===== src/rtl/usb2_ep_ctrl.sv =====
// USB 2.0 endpoint controller: routes the selected endpoint's status to the packet
// handler, owns the IN data toggles and runs the commit/arm handshakes with timeouts.

module usb2_ep_tog (
  input  logic phy_clk,
  input  logic reset_n,
  input  logic clr,
  input  logic act,
  input  logic iso,
  output logic tog
);
  always_ff @(posedge phy_clk) begin
    if (!reset_n)         tog <= 1'b0;
    else if (clr)         tog <= 1'b0;
    else if (act && !iso) tog <= ~tog;
  end
endmodule

module usb2_ep_ctrl #(
  parameter int NUM_EP  = 4,
  parameter int TIMEOUT = 64
) (
  input  logic                     phy_clk,
  input  logic                     reset_n,
  input  logic [3:0]               sel_endp,
  input  logic                     buf_in_commit,
  input  logic [10:0]              buf_in_commit_len,
  output logic                     buf_in_commit_ack,
  input  logic                     buf_out_arm,
  output logic                     buf_out_arm_ack,
  input  logic                     data_toggle_act,
  output logic                     buf_in_ready,
  output logic                     buf_out_hasdata,
  output logic [10:0]              buf_out_len,
  output logic [1:0]               endp_mode,
  output logic [1:0]               data_toggle,
  input  logic [NUM_EP-1:0]        ep_in_ready,
  input  logic [NUM_EP-1:0]        ep_out_hasdata,
  input  logic [NUM_EP-1:0][10:0]  ep_out_len,
  input  logic [NUM_EP-1:0][1:0]   ep_mode,
  input  logic [NUM_EP-1:0]        ep_toggle_clr,
  output logic [NUM_EP-1:0]        ep_in_commit,
  output logic [10:0]              ep_in_commit_len,
  input  logic [NUM_EP-1:0]        ep_in_commit_ack,
  output logic [NUM_EP-1:0]        ep_out_arm,
  input  logic [NUM_EP-1:0]        ep_out_arm_ack,
  output logic                     err_commit,
  output logic                     err_arm
);
  localparam logic [1:0] MODE_ISO = 2'd1;
  localparam int         HS       = 2;  // channel 0 = commit, channel 1 = arm

  typedef enum logic {HS_IDLE = 1'b0, HS_WAIT = 1'b1} hs_st_e;

  logic [3:0]        sel_q;
  logic              sel_ok;
  logic [NUM_EP-1:0] tog, tog_act, ep_iso;

  logic              rt_rdy, rt_has;
  logic [10:0]       rt_len;
  logic [1:0]        rt_mode, rt_tog;

  logic [HS-1:0]             hs_req, hs_ack, hs_err;
  logic [HS-1:0][NUM_EP-1:0] hs_ep_ack, hs_ep_pulse;

  assign sel_ok = ({1'b0, sel_q} < 5'(NUM_EP));

  always_ff @(posedge phy_clk) begin
    if (!reset_n) sel_q <= '0;
    else          sel_q <= sel_endp;
  end

  // Status mux: no match (sel_q out of range) leaves everything at zero.
  always_comb begin
    rt_rdy  = 1'b0;
    rt_has  = 1'b0;
    rt_len  = '0;
    rt_mode = '0;
    rt_tog  = '0;
    for (int n = 0; n < NUM_EP; n++) begin
      if (sel_q == 4'(n)) begin
        rt_rdy  = ep_in_ready[n];
        rt_has  = ep_out_hasdata[n];
        rt_len  = ep_out_len[n];
        rt_mode = ep_mode[n];
        rt_tog  = {1'b0, tog[n] & ~ep_iso[n]};
      end
    end
  end

  always_ff @(posedge phy_clk) begin
    if (!reset_n) begin
      buf_in_ready    <= 1'b0;
      buf_out_hasdata <= 1'b0;
      buf_out_len     <= '0;
      endp_mode       <= '0;
      data_toggle     <= '0;
    end else begin
      buf_in_ready    <= rt_rdy;
      buf_out_hasdata <= rt_has;
      buf_out_len     <= rt_len;
      endp_mode       <= rt_mode;
      data_toggle     <= rt_tog;
    end
  end

  always_comb begin
    for (int n = 0; n < NUM_EP; n++) begin
      ep_iso[n]  = (ep_mode[n] == MODE_ISO);
      tog_act[n] = data_toggle_act && (sel_q == 4'(n));
    end
  end

  for (genvar n = 0; n < NUM_EP; n++) begin : g_tog
    usb2_ep_tog u_tog (
      .phy_clk (phy_clk),
      .reset_n (reset_n),
      .clr     (ep_toggle_clr[n]),
      .act     (tog_act[n]),
      .iso     (ep_iso[n]),
      .tog     (tog[n])
    );
  end

  assign hs_req            = {buf_out_arm, buf_in_commit};
  assign hs_ep_ack         = {ep_out_arm_ack, ep_in_commit_ack};
  assign ep_in_commit      = hs_ep_pulse[0];
  assign ep_out_arm        = hs_ep_pulse[1];
  assign buf_in_commit_ack = hs_ack[0];
  assign buf_out_arm_ack   = hs_ack[1];
  assign err_commit        = hs_err[0];
  assign err_arm           = hs_err[1];

  for (genvar g = 0; g < HS; g++) begin : g_hs
    hs_st_e            st, st_nxt;
    logic [3:0]        ep_q;
    logic [9:0]        tmr;
    logic              start, drop, ack_hit, tmo;
    logic [NUM_EP-1:0] sel_oh, ep_oh, pulse_q;
    logic              ack_q, err_q;

    assign hs_ep_pulse[g] = pulse_q;
    assign hs_ack[g]      = ack_q;
    assign hs_err[g]      = err_q;

    always_ff @(posedge phy_clk) begin
      if (!reset_n) begin
        st      <= HS_IDLE;
        ep_q    <= '0;
        tmr     <= '0;
        pulse_q <= '0;
        ack_q   <= 1'b0;
        err_q   <= 1'b0;
      end else begin
        st <= st_nxt;
        if (start) ep_q <= sel_q;
        if (start)                tmr <= '0;
        else if (st == HS_WAIT)   tmr <= tmr + 10'd1;
        pulse_q <= start ? sel_oh : '0;
        ack_q   <= ack_hit;
        err_q   <= err_q | drop | tmo;
      end
    end

    always_comb begin
      st_nxt = st;
      case (st)
        HS_IDLE: if (start)          st_nxt = HS_WAIT;
        HS_WAIT: if (ack_hit || tmo) st_nxt = HS_IDLE;
        default:                     st_nxt = HS_IDLE;
      endcase
    end

    // Ack wins over a same-cycle timeout; any request not started is a drop.
    always_comb begin
      sel_oh  = (NUM_EP)'(1) << sel_q;
      ep_oh   = (NUM_EP)'(1) << ep_q;
      start   = (st == HS_IDLE) && hs_req[g] && sel_ok;
      drop    = hs_req[g] && !start;
      ack_hit = (st == HS_WAIT) && |(hs_ep_ack[g] & ep_oh);
      tmo     = (st == HS_WAIT) && !ack_hit && (tmr == 10'(TIMEOUT - 1));
    end

    if (g == 0) begin : g_len
      always_ff @(posedge phy_clk) begin
        if (!reset_n)   ep_in_commit_len <= '0;
        else if (start) ep_in_commit_len <= buf_in_commit_len;
      end
    end
  end

endmodule


===== config.mk =====
export PLATFORM = sky130hd
export DESIGN_NAME = usb2_ep_ctrl
export DESIGN_NICKNAME = d
export VERILOG_FILES = /design/src/rtl/usb2_ep_ctrl.sv
export SDC_FILE = /design/constraint.sdc
export NUM_CORES = 1
export LEC_CHECK = 0
export BUFFER_PORTS_ARGS = -buffer_cell sky130_fd_sc_hd__buf_2
export CORE_ASPECT_RATIO = 0.9
export CORE_MARGIN = 1
export CORE_UTILIZATION = 52
export DETAILED_ROUTE_END_ITERATION = 8
export GPL_TIMING_DRIVEN = 1
export PLACE_DENSITY = 0.88
export SETUP_SLACK_MARGIN = 0.2
export SKIP_CTS_REPAIR_TIMING = 1
export SLEW_MARGIN = 20
export SYNTH_ARGS = -nofsm -noshare
export SYNTH_HDL_FRONTEND = slang
export SYNTH_HIERARCHICAL = 1
export SYNTH_SLANG_ARGS = --single-unit

===== constraint.sdc =====
create_clock -name phy_clk -period 4.32 [get_ports phy_clk]
set_clock_uncertainty 0.15 [all_clocks]
set_input_delay 0.216 -clock phy_clk [delete_from_list [all_inputs] [get_ports phy_clk]]
set_output_delay 0.216 -clock phy_clk [all_outputs]
set_load 0.02 [all_outputs]

==> results of run 1 <==
[registers in the layout, summed over array words and instances (netlist names), 4 cells and up]
signal / flops
ep_in_commit: 4
buf_out_len: 11
g_tog.u_tog/tog: 4
sel_q: 4
g_hs.tmr: 20
ep_in_commit_len: 11
g_hs.ep_q: 8
ep_out_arm: 4
[per-layer routing]
layer | wire (µm) | share of wire, % | track usage (%) | vias to the layer above
li1 | - | - | - | 1499
met1 | 3630 | 40 | 29.5 | 1502
met2 | 4580 | 50 | 46.0 | 153
met3 | 582 | 6.4 | 4.79 | 32
met4 | 334 | 3.7 | 13.5 | 0
met5 | 0 | 0 | 0 | -
[worst max-delay path by stage]
stage          slack (ns)  cells after the start  startpoint            endpoint
2_1_floorplan        2.68                      7    sel_q[0]  g_tog[3].u_tog/tog
3_3_place_gp         1.93                      5    sel_q[0]  g_tog[3].u_tog/tog
3_5_place_dp         1.80                      5    sel_q[0]  g_tog[3].u_tog/tog
4_1_cts              1.79                      5    sel_q[0]  g_tog[3].u_tog/tog
5_1_grt              1.62                      5    sel_q[0]  g_tog[3].u_tog/tog
6_report             1.75                      5    sel_q[0]  g_tog[3].u_tog/tog
[layout make-up]
type	count	area, µm²
fill	409	1710
multi-input combinational	256	1640
sequential	77	1540
timing repair buffer	150	848
clock buffer	11	151
tap	87	109
clock inverter	4	95.1
inverter	5	18.8
[worst reg2reg max path, stage by stage (launching register included)]
cell,delay [ns]
dfxtp_1,0.91
nand3_1,0.74
nor2_1,0.29
nor2b_4,0.18
xnor2_1,0.14
nor3b_2,0.06
[layout by cell type (no fill, tap or decap), types with 2 or more instances in the layout]
| master | count |
|---|---|
| buf_2 | 130 |
| dfxtp_1 | 77 |
| nor2_1 | 48 |
| nand2_1 | 43 |
| nor3_1 | 22 |
| dlygate4sd3_1 | 19 |
| mux2_2 | 16 |
| o22ai_1 | 14 |
| xnor2_1 | 11 |
| clkbuf_8 | 11 |
| a21boi_1 | 10 |
| xor2_1 | 10 |
| nand3_1 | 9 |
| nor2b_1 | 7 |
| and3_1 | 6 |
| mux2i_1 | 6 |
| inv_1 | 5 |
| o21ai_0 | 5 |
| nor4_1 | 4 |
| and2_1 | 4 |
| nand4_1 | 4 |
| nor2b_4 | 4 |
| nor3b_2 | 4 |
| a21boi_0 | 3 |
| bufinv_16 | 3 |
| nand2b_1 | 2 |
| nor3b_4 | 2 |
| or3_1 | 2 |
| o21a_1 | 2 |
| ha_1 | 2 |
[power groups by stage]
stage	combinational [µW]	clock (µW)	sequential, µW
6_report	210	666	758
5_1_grt	225	702	761
4_1_cts	193	673	757
3_5_place_dp	191	0	774
3_3_place_gp	186	0	772
2_1_floorplan	103	0	786
[synth_stat cells (all sizes together) (2+ instances only)]
| cell type | instances |
|---|---|
| a21boi | 13 |
| and2 | 4 |
| and3 | 6 |
| buf | 14 |
| clkbuf | 6 |
| dfxtp | 77 |
| ha | 2 |
| inv | 5 |
| mux2 | 16 |
| mux2i | 6 |
| nand2 | 43 |
| nand2b | 2 |
| nand3 | 9 |
| nand4 | 4 |
| nor2 | 48 |
| nor2b | 11 |
| nor3 | 22 |
| nor3b | 7 |
| nor4 | 4 |
| o21a | 2 |
| o21ai | 5 |
| o22ai | 15 |
| or3 | 2 |
| xnor2 | 11 |
| xor2 | 10 |
[logic make-up (layout without fill, tap and decap cells)]
family / Yosys count / after routing / share of synthesized area [%]
AND/OR/NAND/NOR: 168 / 168 / 26.6
flip-flops: 77 / 77 / 46.6
adder cells (fa/ha/maj): 2 / 2 / 0.757
multiplexers: 23 / 23 / 7.95
buffers and inverters: 25 / 170 / 3.79
other: 1 / 1 / 0.113
XOR/XNOR: 21 / 21 / 5.57
AO/OA/AOI/OAI: 41 / 41 / 8.59
[through the flow]
step,utilization [%],worst slack (ns),hold WS (ns),cells,cell area [µm²]
after floorplan,-,2.68,0.136,358,3300
after global placement,64.8,1.93,0.236,556,3970
after detailed placement,64.8,1.80,0.236,556,3970
after CTS,68.9,1.79,-0.132,571,4210
after global routing,72.0,1.62,0.00174,590,4400
final,72.0,1.75,-0.0349,590,4400
==> impl_metrics.py, run 1 <==
metrics = {
    "die": {
        "core_area_um2": 6110,
        "io_pins": 132,
        "fp.dieW_um": 86.0,
        "num_rows": 27,
        "die_y_um": 77.6,
        "die_area_um2": 6680,
        "start_util_pct": 54.0,
    },
    "place": {
        "gp_congestion": 0.819,
        "port_buffers": 130,
        "place_hpwl_um": 6000,
    },
    "clocking": {
        "path_clk_slew_ns": 0.08,
        "cts_tree": "built",
        "numCtsBuffers": 9,
        "clock_sinks": 77,
        "cts_root_buf": "clkbuf_8",
        "htree_num_levels": 3,
        "clock_latency_ns": 0.35,
        "clock_path_buffers": 2,
    },
    "timing": {
        "maxSlewViolCount": 0,
        "tightestPinTransition_ns": 0.891,
        "slew_headroom_pct": 40.5,
        "post-route-min-period_ns": 2.57,
        "period_share_pct": 59.5,
        "fmax_ghz": 0.389,
        "setup_violations": 0,
        "rsz0062_at_grt": "no",
        "setup_tns_ns": 0,
        "holdWs_ns": -0.0349,
        "hold_viol": 1,
    },
    "global_routing": {
        "grt_pass1_vias": 2922,
        "globalRouteOverflowTotal": 0,
        "grt_max_degree": 37,
        "grt_antenna_before_repair": 0,
        "grt_pass1_wl_um": 13300,
        "track_usage_pct": 26.0,
    },
    "route": {
        "drc": 0,
        "drt-vias-per-instance": 5.40,
        "wl_um": 9130,
        "wl_per_cell_um": 15.5,
        "drt_iter0_drc": 145,
        "first_pass_iters": 4,
        "num_vias": 3186,
        "drtAntennaViolNets": 0,
    },
    "logic_synthesis": {
        "yosysSeqAreaShare_pct": 46.6,
        "yosysWarnings": 6,
        "synth.area.top_cells": "dfxtp_1 (47%), mux2_2 (5.5%), nor2_1 (5.5%), nand2_1 (4.9%), nor3_1 (3.3%)",
        "synthArstFlopShare_pct": 0,
        "yosys.area.top_type": "dfxtp_1",
        "synth_area_um2": 3300,
        "synth_cell_type_count": 46,
        "yosysTopAreaCellShare_pct": 46.6,
        "synth_cells": 358,
        "syn_avg_cell_area_um2": 9.23,
        "synth_nets": 452,
        "synth_edf_count": 0,
        "synth-seq-cells": 77,
        "synth-main-ff-cell": "dfxtp_1",
    },
    "critical_path": {
        "slowest_stage": "dfxtp_1",
        "end_kind": "flip-flop",
        "path_max_fanout": 25,
        "crit_chain": "nand3_1 -> nor2_1 -> nor2b_4 -> xnor2_1 -> nor3b_2",
        "regToRegEndpoint": "g_tog[3].u_tog/tog",
        "reg2reg_depth": 5,
        "crit_type": "reg -> reg",
        "critPathTopFamily": "simple AND/OR/NAND/NOR gates",
        "rr_startpoint": "sel_q[0]",
        "cp.required_ns": 4.41,
        "reg2reg_slack_ns": 1.75,
        "cp.arrival_ns": 2.66,
        "cp.buffers_inverters": 0,
        "max_stage_delay_ns": 0.91,
        "crit_path_start_kind": "flip-flop",
    },
    "min_path": {
        "hp-start": "buf_in_commit_len[7]",
        "timing.hold.worst.class": "in -> reg",
        "min_path_cells": 3,
        "hold_path_end": "ep_in_commit_len[7]",
    },
    "finish": {
        "fin_nets": 593,
        "diodes": 0,
        "drive_gt1_share_pct": 35.0,
        "area_growth_pct": 33.2,
    },
    "pwr": {
        "p_sw_uw": 387,
        "sw_frac_of_total_pct": 23.7,
        "power_leakage_uw": 0.00191,
        "peakVddDrop_uv": 229,
        "power_frac_seq_pct": 46.4,
        "clkPwrFrac_pct": 40.7,
        "p_total_uw": 1630,
        "power_frac_comb_pct": 12.9,
        "internal_power_uw": 1250,
        "p_per_area_nw_per_um2": 371,
    },
    "outcome": {
        "violations": "hold timing",
        "status": "finished with violations",
    },
    "flow_run": {
        "drv_cap": 0,
    },
}
Power figures use the tool's default switching activity.
==> run 2, diff against run 1 <==
ABC_AREA = 1   (was not set)
CORE_UTILIZATION = 44   (was 52)
PLACE_DENSITY = 0.79   (was 0.88)
clock period = 2.23 ns   (was 4.32 ns; I/O delays follow)
==> run 2 against run 1 <==
Against the previous run: the flow still finishes with violations (hold timing); clock power up 94%; hold slack better by 0.013 ns; largest power group unchanged; register-to-register slack got worse by 1.4 ns; critical endpoint is now buf_out_len[0]; global-route usage shrank 4.3 points.
==> impl_metrics.py, run 2 <==
metrics = {
    "die": {
        "core_area_um2": 7620,
        "die_area_um2": 8280,
        "fp.dieW_um": 95.8,
        "io_pins": 132,
        "num_rows": 30,
        "start_util_pct": 45.7,
        "die_y_um": 86.4,
    },
    "global_routing": {
        "grt_pass1_wl_um": 14100,
        "globalRouteOverflowTotal": 0,
        "track_usage_pct": 21.6,
        "grt_max_degree": 27,
        "grt_pass1_vias": 3232,
        "grt_antenna_before_repair": 2,
    },
    "logic_synthesis": {
        "synthArstFlopShare_pct": 0,
        "synth_nets": 573,
        "synthTopCellsByCount": "nand2_1 (127), dfxtp_1 (77), nor2_1 (63), inv_1 (48), nand3_1 (31)",
        "synth.most_common_cell": "nand2_1",
        "yosysTopAreaCellShare_pct": 44.2,
        "yosysWarnings": 6,
        "synth_edf_count": 0,
        "yosysSeqAreaShare_pct": 44.2,
        "synth_cells": 479,
        "yosys.area.top_type": "dfxtp_1",
        "synth_area_um2": 3490,
        "synth-seq-cells": 77,
        "synth-main-ff-cell": "dfxtp_1",
        "synth.area.top_cells": "dfxtp_1 (44%), nand2_1 (14%), nor2_1 (6.8%), inv_1 (5.2%), nand3_1 (4.5%)",
        "synth_cell_type_count": 32,
        "syn_avg_cell_area_um2": 7.28,
    },
    "clocking": {
        "clock_path_buffers": 2,
        "clock_sinks": 77,
        "path_clk_slew_ns": 0.08,
        "numCtsBuffers": 9,
        "cts_tree": "built",
        "htree_num_levels": 3,
        "cts_root_buf": "clkbuf_8",
        "clock_latency_ns": 0.34,
    },
    "flow_run": {
        "drv_cap": 0,
    },
    "critical_path": {
        "end_kind": "flip-flop",
        "cp.arrival_ns": 1.96,
        "critPathTopFamily": "flip-flops",
        "crit_path_start_kind": "flip-flop",
        "cp.buffers_inverters": 0,
        "max_stage_delay_ns": 0.64,
        "slowest_stage": "dfxtp_1",
        "crit_type": "reg -> reg",
        "cp.required_ns": 2.29,
        "crit_chain": "nand3_2 -> o21ai_0 -> a31oi_1",
        "path_max_fanout": 20,
    },
    "route": {
        "drt_iter0_drc": 249,
        "drtAntennaViolNets": 0,
        "drt-vias-per-instance": 5.13,
        "wl_um": 11400,
        "wl_per_cell_um": 14.5,
        "drc": 0,
        "num_vias": 4010,
        "first_pass_iters": 8,
    },
    "outcome": {
        "violations": "hold timing",
        "status": "finished with violations",
    },
    "place": {
        "gp_congestion": 0.817,
        "place_hpwl_um": 6580,
        "port_buffers": 130,
    },
    "finish": {
        "final_common_cell": "buf_2",
        "largest-register": "g_hs.tmr",
        "fin_nets": 773,
        "top_regs": "g_hs.tmr x20, buf_out_len x11, ep_in_commit_len x11",
        "area_growth_pct": 47.0,
        "layout_common_cells": "buf_2 (130), nand2_1 (127), dfxtp_1 (77)",
        "largest_reg_flops": 20,
        "drive_gt1_share_pct": 26.2,
    },
    "timing": {
        "post-route-min-period_ns": 1.89,
        "setup_tns_ns": 0,
        "period_share_pct": 84.8,
        "tightestPinTransition_ns": 0.499,
        "hold_viol": 5,
        "slew_headroom_pct": 66.7,
        "setup_violations": 0,
        "fmax_ghz": 0.529,
        "holdWs_ns": -0.0220,
        "maxSlewViolCount": 0,
    },
    "pwr": {
        "p_total_uw": 3270,
        "p_per_area_nw_per_um2": 637,
        "peakVddDrop_uv": 408,
        "power_leakage_uw": 0.00235,
    },
    "min_path": {
        "timing.hold.worst.class": "in -> reg",
    },
}
run 2: changes by cell type after synthesis, sizes merged, moves of 14 or more:
cell,change
nand3,+28
nor2,+23
a21oi,+17
inv,+51
mux2,-16
nand2,+87
nor3,-18
o21ai,+14
run 2: stage by stage:
stage	area [µm²]	std cells	utilization, %	worst slack (ns)
finish	5120	781	67.3	0.339
global route	5120	779	67.2	-0.297
CTS	4400	707	57.7	0.440
detailed placement	4150	692	54.5	0.447
global placement	4150	692	54.5	0.531
floorplan	3490	479	-	0.784
run 2: per-layer routing:
| layer | up-vias | share of wire (%) | global-route usage [%] |
|---|---|---|---|
| met4 | 0 | 5.4 | 6.92 |
| met1 | 1790 | 38 | 26.4 |
| met2 | 221 | 50 | 37.6 |
| met3 | 70 | 6.7 | 4.82 |
| li1 | 1929 | - | - |
| met5 | - | 0 | 0 |
run 2: cell type report:
type / instances / area (µm²)
Fill cell: 575 / 2490
Sequential cell: 77 / 1540
Tap cell: 96 / 120
Clock buffer: 11 / 151
Antenna cell: 2 / 5.00
Clock inverter: 4 / 95.1
Multi-Input combinational cell: 326 / 1580
Timing Repair Buffer: 208 / 1420
Inverter: 57 / 215
run 2: final timing paths:
check	startpoint	end	slack, ns	cells past startpoint
worst max-delay path	sel_q[0]	buf_out_len[0]	0.34	3
worst min-delay path	ep_mode[3]	endp_mode[1]	-0.02	5
worst max register to register	sel_q[0]	buf_out_len[0]	0.34	3
worst min register to register	g_hs[1].ep_q[3]	g_hs[1].ep_q[3]	0.28	2
run 2: logic make-up after synthesis:
family                     share of synthesized area (%)
AOI/OAI and AO/OA                                   11.3
xor gates and xnor gates                            1.01
adders and majority gates                          0.718
buffers and inverters                               10.4
DFF                                                 44.2
other                                              0.108
and+or+nand+nor                                     32.2
run 2: worst min-delay path, cell delays in order:
cell	delay, ns
buf_2	0.09
nand2_1	0.05
nand3_1	0.06
nor2_1	0.04
nor2_1	0.08
run 2: power breakdown:
group          total, µW  internal, µW  switching (µW)  leakage, µW
Combinational        511           234             276      0.00160
Sequential          1470          1430            39.5     0.000627
Clock               1290           797             494     0.000125
Total               3270          2460             809      0.00235
